[config.mk]
export PLATFORM = sky130hd
export DESIGN_NAME = uart_tx_drain
export DESIGN_NICKNAME = d
export VERILOG_FILES = /design/src/rtl/uart_tx_drain.sv
export SDC_FILE = /design/constraint.sdc
export NUM_CORES = 1
export LEC_CHECK = 0
export BUFFER_PORTS_ARGS = -buffer_cell sky130_fd_sc_hd__buf_2
export CELL_PAD_IN_SITES_DETAIL_PLACEMENT = 0
export CELL_PAD_IN_SITES_GLOBAL_PLACEMENT = 1
export CORE_ASPECT_RATIO = 0.5
export CORE_MARGIN = 4
export CORE_UTILIZATION = 46
export CTS_CLUSTER_SIZE = 16
export DETAILED_ROUTE_END_ITERATION = 8
export GPL_TIMING_DRIVEN = 0
export PLACE_DENSITY_LB_ADDON = 0.08
export SLEW_MARGIN = 20
export SYNTH_ARGS = -nofsm -noshare
export SYNTH_HDL_FRONTEND = slang
export SYNTH_SLANG_ARGS = --single-unit
[constraint.sdc]
create_clock -name clk -period 4.5 [get_ports clk]
set_clock_uncertainty 0.05 [all_clocks]
set_input_delay 0.45 -clock clk [delete_from_list [all_inputs] [get_ports clk]]
set_output_delay 0.45 -clock clk [all_outputs]
set_load 0.02 [all_outputs]
[src/rtl/uart_tx_drain.sv]
// Read side of the JTAG UART byte queue. It drains pending bytes through the registered read port and sends them as 8N1 serial.
// Defining UART_TX_PARITY_EN adds an even-parity bit, which makes each frame 8E1.
module uart_tx_drain #(
    parameter int CLKS_PER_BIT = 434,
    parameter int ADDR_W       = 3
) (
    input  logic              clk,
    input  logic              rst,
    input  logic [ADDR_W-1:0] waddr_i,
    output logic [ADDR_W-1:0] raddr_o,
    input  logic [7:0]        rdata_i,
    output logic              tx_o,
    output logic              busy_o,
    output logic              empty_o
);
    localparam int CW = $clog2(CLKS_PER_BIT);
    localparam logic [CW-1:0] LAST = CW'(CLKS_PER_BIT - 1);

    typedef enum logic [2:0] {
        IDLE,
        FETCH,
        START,
        DATA,
`ifdef UART_TX_PARITY_EN
        PARITY,
`endif
        STOP
    } state_t;

    state_t        state;
    logic [CW-1:0] cnt;
    logic [2:0]    bitn;
    logic [7:0]    shift;
`ifdef UART_TX_PARITY_EN
    logic          par;
`endif

    assign empty_o = (raddr_o == waddr_i);

    always_ff @(posedge clk) begin
        if (rst) begin
            state   <= IDLE;
            raddr_o <= '0;
            tx_o    <= 1'b1;
            busy_o  <= 1'b0;
            cnt     <= '0;
            bitn    <= '0;
            shift   <= '0;
`ifdef UART_TX_PARITY_EN
            par     <= 1'b0;
`endif
        end else begin
            case (state)
                IDLE: begin
                    tx_o <= 1'b1;
                    if (!empty_o) begin
                        state  <= FETCH;
                        busy_o <= 1'b1;
                    end
                end
                // rdata_i now reflects the slot under raddr_o, which was sampled one edge ago
                FETCH: begin
                    shift   <= rdata_i;
`ifdef UART_TX_PARITY_EN
                    par     <= ^rdata_i;
`endif
                    raddr_o <= raddr_o + ADDR_W'(1);
                    tx_o    <= 1'b0;
                    cnt     <= '0;
                    state   <= START;
                end
                START: begin
                    if (cnt == LAST) begin
                        cnt   <= '0;
                        bitn  <= '0;
                        tx_o  <= shift[0];
                        state <= DATA;
                    end else begin
                        cnt <= cnt + CW'(1);
                    end
                end
                DATA: begin
                    if (cnt == LAST) begin
                        cnt <= '0;
                        if (bitn == 3'd7) begin
`ifdef UART_TX_PARITY_EN
                            tx_o  <= par;
                            state <= PARITY;
`else
                            tx_o  <= 1'b1;
                            state <= STOP;
`endif
                        end else begin
                            shift <= shift >> 1;
                            tx_o  <= shift[1];
                            bitn  <= bitn + 3'd1;
                        end
                    end else begin
                        cnt <= cnt + CW'(1);
                    end
                end
`ifdef UART_TX_PARITY_EN
                PARITY: begin
                    if (cnt == LAST) begin
                        cnt   <= '0;
                        tx_o  <= 1'b1;
                        state <= STOP;
                    end else begin
                        cnt <= cnt + CW'(1);
                    end
                end
`endif
                STOP: begin
                    if (cnt == LAST) begin
                        cnt    <= '0;
                        busy_o <= 1'b0;
                        state  <= IDLE;
                    end else begin
                        cnt <= cnt + CW'(1);
                    end
                end
                default: state <= IDLE;
            endcase
        end
    end
endmodule

==> results of run 1 <==
registers in the layout, summed over array words and instances, names as in the netlist:
name and cells:
busy_o 1, raddr_o 3, cnt 9, state 3, shift 8, bitn 3
tx_o 1
metrics by stage:
stage / utilization [%] / hold slack [ns] / total power (uW) / cell area, um^2
2_1_floorplan: - / 0.403 / 401 / 1510
3_3_place_gp: 53.8 / 0.419 / 435 / 1650
3_5_place_dp: 53.8 / 0.422 / 438 / 1650
4_1_cts: 55.2 / 0.449 / 578 / 1690
5_1_grt: 55.2 / 0.459 / 606 / 1690
6_report: 55.2 / 0.444 / 570 / 1690
kinds of logic after synthesis:
| logic type | count (synthesis) |
|---|---|
| AO/OA/AOI/OAI | 43 |
| buffers and inverters | 13 |
| multiplexers | 8 |
| AND/OR/NAND/NOR | 62 |
| flip-flops | 28 |
| XOR/XNOR | 6 |
| adder cells (fa/ha/maj) | 5 |
synth_stat cells (3+ instances only):
cell type	n	share of area (%)
nand2_1	12	3.0
a21oi_1	6	2.0
nor3b_1	3	1.5
xnor2_1	5	2.9
ha_1	5	4.1
a22o_1	4	2.3
o21ai_0	4	1.3
dfxtp_1	28	37
inv_1	6	1.5
nand2b_1	3	1.2
mux2i_1	8	5.3
o311ai_1	3	1.7
nor3_1	4	1.3
nor2_1	17	4.2
nand3_1	9	3.0
a211oi_1	5	2.5
a211oi_2	3	2.5
how the worst min path moves through the flow:
stage | to | depth (start not counted)
2_1_floorplan | bitn[1] | 1
3_3_place_gp | bitn[1] | 1
3_5_place_dp | bitn[1] | 1
4_1_cts | bitn[1] | 1
5_1_grt | shift[3] | 3
6_report | bitn[1] | 1
layer usage:
| metal | up-vias | part of all wire (%) | global-route usage (%) |
|---|---|---|---|
| met2 | 32 | 42 | 23.5 |
| met5 | - | 0 | 0 |
| met3 | 4 | 5.6 | 4.41 |
| met4 | 0 | 0.81 | 2.97 |
| li1 | 653 | - | - |
| met1 | 568 | 51 | 23.0 |
cell type report:
| type | instances | area, um^2 | area share, % |
|---|---|---|---|
| plain buffers | 7 | 43.8 | 2.59 |
| clock buffers | 3 | 41.3 | 2.44 |
| inverters | 6 | 22.5 | 1.33 |
| multi-input cells | 124 | 883 | 52.2 |
| flip-flops and latches | 28 | 561 | 33.1 |
| well taps | 40 | 50.0 | 2.96 |
| repair buffers | 18 | 90.1 | 5.33 |
where the power goes:
| group | switching [uW] | total (uW) | internal [uW] |
|---|---|---|---|
| registers | 17.7 | 288 | 270 |
| logic | 80.3 | 144 | 63.3 |
| clock network | 77.9 | 138 | 60.2 |
| total | 176 | 570 | 394 |
==> flow_summary.yaml, run 1 <==
worst_setup_path:
  crit_type: "register to register"
  crit_path_start_kind: "register"
  arrival_ns: 1.94
  reg2reg_slack_ns: 2.71
  endpoint: "shift[4]"
  cpMostUsedCell: "ha_1"
  required_ns: 4.65
  critical_path.top_delay_family: "adder cells"
  slowest_delay_ns: 0.35
  crit_chain: "ha_1, ha_1, nor3b_1, a31o_2, buf_6, nor2_1, a211oi_2"
  reg2reg_from: "bitn[0]"
  crit_path_end_kind: "register"
  startpoint: "bitn[0]"
  cpMaxStageDelayCell: "dfxtp_1"
  r2r_end: "shift[4]"
  worstPathMaxFanout: 10
  r2r_cells: 7
  cp.depth: 7
  crit_buf_inv: 1
floorplanning:
  num_io_pins: 19
  dieHeight_um: 48.5
  start_util_pct: 49.3
  dieArea_um2: 4320
  die_x_um: 89.0
  rows: 14
  core-area_um2: 3070
sta:
  hold_violations: 0
  rsz0062_at_grt: "no"
  slew_viol_final: 0
  setup_viol: 0
  worstMarginPinSlew_ns: 0.580
  max_freq_mhz: 558
  layout_min_cycle_time_ns: 1.79
  tns_ns: 0
  setup_slack_ns: 2.71
  slew_headroom_pct: 61.4
  period_share_pct: 39.8
cts:
  cts_root_buf: "clkbuf_8"
  cts_hold_buf: 0
  htreeDepth: 1
  clockBufferDepth: 2
  cts_made_buffers: 3
  clock_latency_ns: 0.28
  cts_tree: "built"
  clock-sinks: 28
  postCtsResizedCells: 0
  clk_pin_slew_worst_paths_ns: 0.10
  post_cts.repair.setup_buffers: 0
global_route:
  grt_max_degree: 15
  grt_use_total_pct: 15.8
  grt-ovfl-total: 0
  antenna_found_initial: 0
  grt_pass1_wl_um: 5470
  grt_pass1_vias: 1141
logic_synthesis:
  yosys.area_share.adder_pct: 4.14
  async_flop_share_pct: 0
  ys_warn_count: 0
  synth_area_um2: 1510
  synth-seq-cells: 28
  yosys-mux-area-fraction_pct: 5.30
  yosysSeqAreaShare_pct: 37.1
  synth_simple_gate_area_share_pct: 22.5
  synth_top_family_by_area: "compound AO/OA/AOI/OAI gates"
  synth_compound_area_share_pct: 23.1
  synthXorXnorAreaFrac_pct: 3.48
  syn_inst: 165
  synth.avg_cell_area_um2: 9.15
  synth_fp_nets: 183
  synth.distinct_cells: 49
  yosys_most_used_dff: "dfxtp_1"
  synth_edf_count: 0
status:
  status: "finished clean"
drt:
  num_vias: 1257
  drc: 0
  ant_nets: 0
  detail_route.first_pass.iterations: 4
  detail_route.wirelength_um: 3100
  wire_per_inst_um: 13.7
  avgViaCountPerCell: 5.56
  drt_iter0_markers: 73
pwr:
  powerDensity_nw_per_um2: 337
  p_leak_uw: 0.000659
  irDropWorstVdd_mv: 0.173
final_layout:
  syn2layout_area_growth_pct: 12.0
  drive_gt1_share_pct: 19.9
  diodes: 0
  nFillCells: 310
  mostFrequentLayoutCell: "dfxtp_1"
  final_cell_mix: "28 x dfxtp_1, 20 x buf_2, 17 x nor2_1"
  layout.cells.non_filler: 226
  fin_nets: 206
min_path:
  hp-class: "register to register"
  worstHoldStart: "bitn[1]"
placement:
  io_buffers: 18
  dp_slack_ns: 2.66
  routabilityCongestion: 0.823
  place_inst: 223
  dp_hpwl_um: 2280
flow_run:
  drv_cap: 0
Power figures use the tool's default switching activity.
==> inputs of run 2 (changes only) <==
- CORE_UTILIZATION: 46 -> 43
- clock period: 4.5 -> 1.7 ns (I/O delays scaled with it)
==> run 2 against run 1 <==
Effect of this change: clock power grew to 3.8 times the previous value; global-route usage decreased by 1.5 points; routed wire length up 8.8%; non-clock buffer count up 4; via count rose by 2.9%; sequential power grew to 2.7 times the previous value; core utilization rose by 1.8 points; sequential share of layout area is 1.9 points lower; clock-buffer cell count did not move; critical path depth decreased by 2; hold slack got worse by 0.27 ns; register-to-register slack got worse by 2.7 ns; critical path type unchanged; critical endpoint is now shift[0].
==> flow_summary.yaml, run 2 (synthesis gave the netlist of run 1 again) <==
drt:
  avgViaCountPerCell: 5.41
  wire_per_inst_um: 14.1
  drt_iter0_markers: 52
  ant_nets: 0
  num_vias: 1293
  detail_route.first_pass.iterations: 4
  drc: 0
  detail_route.wirelength_um: 3370
sta:
  rsz0062_at_grt: "yes"
  worstMarginPinSlew_ns: 0.583
  setup_viol: 0
  period_share_pct: 97.3
  layout_min_cycle_time_ns: 1.65
  max_freq_mhz: 605
  hold_violations: 0
  slew_headroom_pct: 61.1
  hold_slack_ns: 0.173
  slew_viol_final: 0
  setup_slack_ns: 0.0465
min_path:
  hp-class: "input port to register"
worst_setup_path:
  required_ns: 1.85
  reg2reg_from: "state[0]"
  r2r_end: "shift[0]"
  r2r_cells: 5
  crit_type: "register to register"
  reg2reg_slack_ns: 0.05
  arrival_ns: 1.80
  worstPathMaxFanout: 7
  crit_path_start_kind: "register"
  startpoint: "state[0]"
  crit_path_end_kind: "register"
  endpoint: "shift[0]"
cts:
  clock_latency_ns: 0.28
  cts_made_buffers: 3
  clockBufferDepth: 2
  htreeDepth: 1
  clock-sinks: 28
  cts_root_buf: "clkbuf_8"
  cts_tree: "built"
  cts_hold_buf: 0
  clk_pin_slew_worst_paths_ns: 0.10
final_layout:
  drive_gt1_share_pct: 26.2
  nFillCells: 303
  final_util_pct: 57.0
  syn2layout_area_growth_pct: 19.7
  reg_top3: "cnt: 9 flops, shift: 8 flops"
  final_cell_mix: "25 x dfxtp_1, 20 x buf_2, 17 x nor2_1"
  regMostFlops: "cnt"
  fin_nets: 210
  largest_register_ffs: 9
  diodes: 0
  layout.cells.non_filler: 239
  mostFrequentLayoutCell: "dfxtp_1"
floorplanning:
  dieArea_um2: 4580
  start_util_pct: 47.6
  die_x_um: 91.8
  num_io_pins: 19
  dieHeight_um: 49.9
  core-area_um2: 3170
  rows: 14
pwr:
  p_leak_uw: 0.000701
  powerDensity_nw_per_um2: 942
  irDropWorstVdd_mv: 0.493
placement:
  dp_hpwl_um: 2380
  io_buffers: 18
  place_inst: 231
  dp_slack_ns: -0.112
  routabilityCongestion: 0.809
global_route:
  met2_usage_pct: 22.7
  antenna_found_initial: 0
  grt_max_degree: 17
  grt-ovfl-total: 0
  grt_use_total_pct: 14.4
  met3_usage_pct: 4.26
  grt_pass1_vias: 1174
  busiest_layer: "met2"
  globalRouteMet1Util_pct: 19.9
  grt_pass1_wl_um: 5440
flow_run:
  drv_cap: 0
status:
  status: "finished clean"
-- run 2: cell count changes in the layout (fill, tap and decap cells not counted), sizes merged --
cell	delta
buf	+3
bufinv	+1
clkbuf	+1
-- run 2: worst max-delay path, cell delays in order (launching register included) --
cell and delay, ns:
dfxtp_1 0.50, nor3b_2 0.43, a31o_2 0.22, buf_4 0.14, nor2_1 0.04, a211oi_1 0.19
-- run 2: layout make-up --
type	count	area, um^2	area share, %
multi-input cells	124	922	51.0
plain buffers	7	46.3	2.56
clock buffers	3	41.3	2.28
clock inverters	1	30.0	1.66
repair buffers	22	121	6.71
well taps	48	60.1	3.32
inverters	6	22.5	1.25
flip-flops and latches	28	564	31.2
-- run 2: worst min-delay path by stage --
| stage | startpoint | endpoint | slack, ns | cells past startpoint |
|---|---|---|---|---|
| floorplan | rst | cnt[5] | 0.30 | 3 |
| detailed placement | bitn[1] | bitn[1] | 0.42 | 1 |
| CTS | rdata_i[2] | shift[2] | 0.16 | 3 |
| finish | rdata_i[0] | shift[0] | 0.17 | 3 |
| global route | rdata_i[0] | shift[0] | 0.16 | 3 |
| global placement | bitn[1] | bitn[1] | 0.42 | 1 |
-- run 2: report_power, final --
part | total [uW] | switching, uW | internal [uW]
clock | 526 | 210 | 315
sequential | 766 | 49.7 | 716
combinational | 412 | 227 | 184
-- run 2: metal layers --
metal,routed length (um),vias to the layer above,share of wire (%)
li1,-,661,-
met2,1420,27,42
met1,1790,603,53
met5,0,-,0
met4,6,0,0.18
met3,155,2,4.6
-- run 2: metrics by stage --
step	power [uW]	TNS [ns]	cell area (um^2)
finish	1700	0	1810
global placement	1150	-0.260	1660
detailed placement	1160	-0.380	1660
global route	1800	-0.281	1810
CTS	1700	0	1760
floorplan	1060	0	1510
-- run 2: repair_timing --
action                     4_1_cts  5_1_grt
gates cloned                     0        1
pin swaps                        2        3
setup endpoints to repair        9       18
buffers inserted                 2        1
resized for setup                5        8
==> inputs of run 3 (changes only) <==
- ABC_AREA: not set -> 1
- CORE_UTILIZATION: 43 -> 40
==> run 3 against run 2 <==
Effect of this change: synthesized cell count rose by 35%; area after synthesis rose by 1.2%; non-clock buffer count fell by 9; setup slack improved by 0.15 ns; design area fell by 1.8%; global-route usage rose by 0.86 points; maximum frequency rose by 10%; critical endpoint is now bitn[1]; largest power group is now combinational logic.
==> flow_summary.yaml, run 3 <==
logic_synthesis:
  ys_warn_count: 0
  yosysSeqAreaShare_pct: 36.7
  synth_top_area_share_pct: 36.7
  synthMostInstantiatedCell: "nand2_1"
  synth_top_cell_by_area: "dfxtp_1"
  synth.avg_cell_area_um2: 6.85
  synth_top_family_by_area: "simple AND/OR/NAND/NOR gates"
  synth_area_leaders: "dfxtp_1 37%, nand2_1 18%, a21oi_1 8.2%"
  synth-seq-cells: 28
  synth_simple_gate_area_share_pct: 38.6
  synth.distinct_cells: 25
  yosys_most_used_dff: "dfxtp_1"
  synth_edf_count: 0
  synth_fp_nets: 241
  synth_area_um2: 1530
  synth_compound_area_share_pct: 13.8
  synthXorXnorAreaFrac_pct: 1.15
  async_flop_share_pct: 0
  syn_inst: 223
  yosys-mux-area-fraction_pct: 0
  synth_commonest_cells: "74 x nand2_1, 28 x dfxtp_1, 25 x a21oi_1"
  yosys.area_share.adder_pct: 4.10
drt:
  ant_nets: 0
  detail_route.first_pass.iterations: 4
  drc: 0
  wire_per_inst_um: 11.2
  avgViaCountPerCell: 4.73
  drt_iter0_markers: 59
  detail_route.wirelength_um: 3330
  num_vias: 1404
pwr:
  irDropWorstVdd_mv: 0.593
  p_leak_uw: 0.000762
  powerDensity_nw_per_um2: 1400
final_layout:
  regMostFlops: "cnt"
  layout.cells.non_filler: 297
  syn2layout_area_growth_pct: 16.2
  diodes: 0
  final_cell_mix: "74 x nand2_1, 26 x dfxtp_1, 25 x a21oi_1"
  drive_gt1_share_pct: 19.5
  reg_top3: "cnt: 9 flops, shift: 8 flops"
  mostFrequentLayoutCell: "nand2_1"
  fin_nets: 265
  largest_register_ffs: 9
global_route:
  grt_pass1_vias: 1274
  antenna_found_initial: 0
  grt-ovfl-total: 0
  grt_pass1_wl_um: 5870
  grt_use_total_pct: 15.2
  grt_max_degree: 16
worst_setup_path:
  cpMostUsedCell: "nand2_1"
  crit_type: "register to register"
  reg2reg_slack_ns: 0.20
  crit_path_end_kind: "register"
  crit_path_start_kind: "register"
  crit_buf_inv: 1
  required_ns: 1.86
  worstPathMaxFanout: 10
  crit_chain: "inv_2, nand2_4, nor2_8, nand2_1, nor3_2, nand2_1, a21oi_1"
  slowest_delay_ns: 0.37
  cpMaxStageDelayCell: "dfxtp_2"
  critical_path.top_delay_family: "simple AND/OR/NAND/NOR gates"
  arrival_ns: 1.66
cts:
  clock-sinks: 28
  cts_tree: "built"
  cts_root_buf: "clkbuf_8"
  htreeDepth: 1
  cts_hold_buf: 0
  clk_pin_slew_worst_paths_ns: 0.10
  clockBufferDepth: 2
  clock_latency_ns: 0.28
  cts_made_buffers: 3
sta:
  slew_viol_final: 0
  period_share_pct: 88.3
  setup_viol: 0
  hold_violations: 0
  layout_min_cycle_time_ns: 1.50
  worstMarginPinSlew_ns: 0.515
  max_freq_mhz: 666
  slew_headroom_pct: 65.7
  tns_ns: 0
placement:
  routabilityCongestion: 0.812
  dp_hpwl_um: 2480
  io_buffers: 18
  place_inst: 292
floorplanning:
  num_io_pins: 19
  die_x_um: 95.4
  rows: 15
  dieHeight_um: 51.7
  core-area_um2: 3550
  start_util_pct: 43.1
  dieArea_um2: 4930
status:
  status: "finished clean"
flow_run:
  drv_cap: 0
min_path:
  hp-class: "input port to register"
==> run 3: cell count changes after synthesis, moves of 4 or more <==
cell	previous run	this run
a211oi_1	5	0
a21oi_1	6	25
a22o_1	4	0
inv_1	6	14
inv_2	0	7
mux2i_1	8	0
nand2_1	12	74
nand3_1	9	17
o21ai_0	4	8
==> run 3: stage by stage <==
step	cell area, um^2	util (%)	hold slack (ns)	power (uW)	worst slack [ns]
after CTS	1740	49.1	0.0927	2500	0.0108
after global placement	1680	47.4	0.392	2050	-0.0104
final	1780	50.1	0.0987	2480	0.199
after detailed placement	1680	47.4	0.398	2060	-0.0225
after global routing	1780	50.1	0.0874	2750	-0.00694
after floorplan	1530	-	0.268	1810	0.221
==> run 3: cells by family after synthesis <==
logic type | after synthesis
AOI/OAI and AO/OA | 38
xor gates and xnor gates | 2
adders and majority gates | 5
and+or+nand+nor | 127
DFF | 28
buffers and inverters | 23
==> run 3: what timing repair did <==
item / in CTS / in global routing
setup endpoints to repair: 2 / 24
pin swaps: 0 / 2
gates resized for setup: 1 / 7
endpoints found under the hold margin: 0 / 0
gates cloned: 0 / 1
setup buffers: 0 / 0
==> run 3: cell type report <==
class | instances | area [um^2]
tap | 51 | 63.8
sequential | 28 | 563
inverter | 21 | 78.8
timing repair buffer | 18 | 90.1
multi-input combinational | 173 | 917
fill | 372 | 1770
buffer | 2 | 7.51
clock buffer | 4 | 55.1
==> run 3: final timing paths <==
path	end	depth (start not counted)	start
setup / recovery	bitn[1]	7	state[2]
hold / removal	shift[7]	3	rdata_i[7]
setup reg to reg	bitn[1]	7	state[2]
hold reg to reg	shift[1]	2	shift[1]
==> run 3: layer usage <==
metal / vias to the layer above / track usage [%] / share of wire, %
li1: 768 / - / -
met1: 617 / 21.0 / 53
met2: 17 / 24.2 / 43
met3: 2 / 4.34 / 3.5
met4: 0 / 2.12 / 0.30
met5: - / 0 / 0
==> run 3: power breakdown <==
group	leakage [uW]	internal, uW	switching [uW]	total, uW
clock	0.0000288	208	211	419
sequential	0.000229	796	120	915
combinational	0.000504	384	765	1150
total	0.000762	1390	1100	2480
==> run 3: worst reg2reg max path, cell delays in order, from the launching register on <==
cell and delay, ns:
dfxtp_2 0.37, inv_2 0.12, nand2_4 0.12, nor2_8 0.19, nand2_1 0.12, nor3_2 0.26, nand2_1 0.08, a21oi_1 0.12
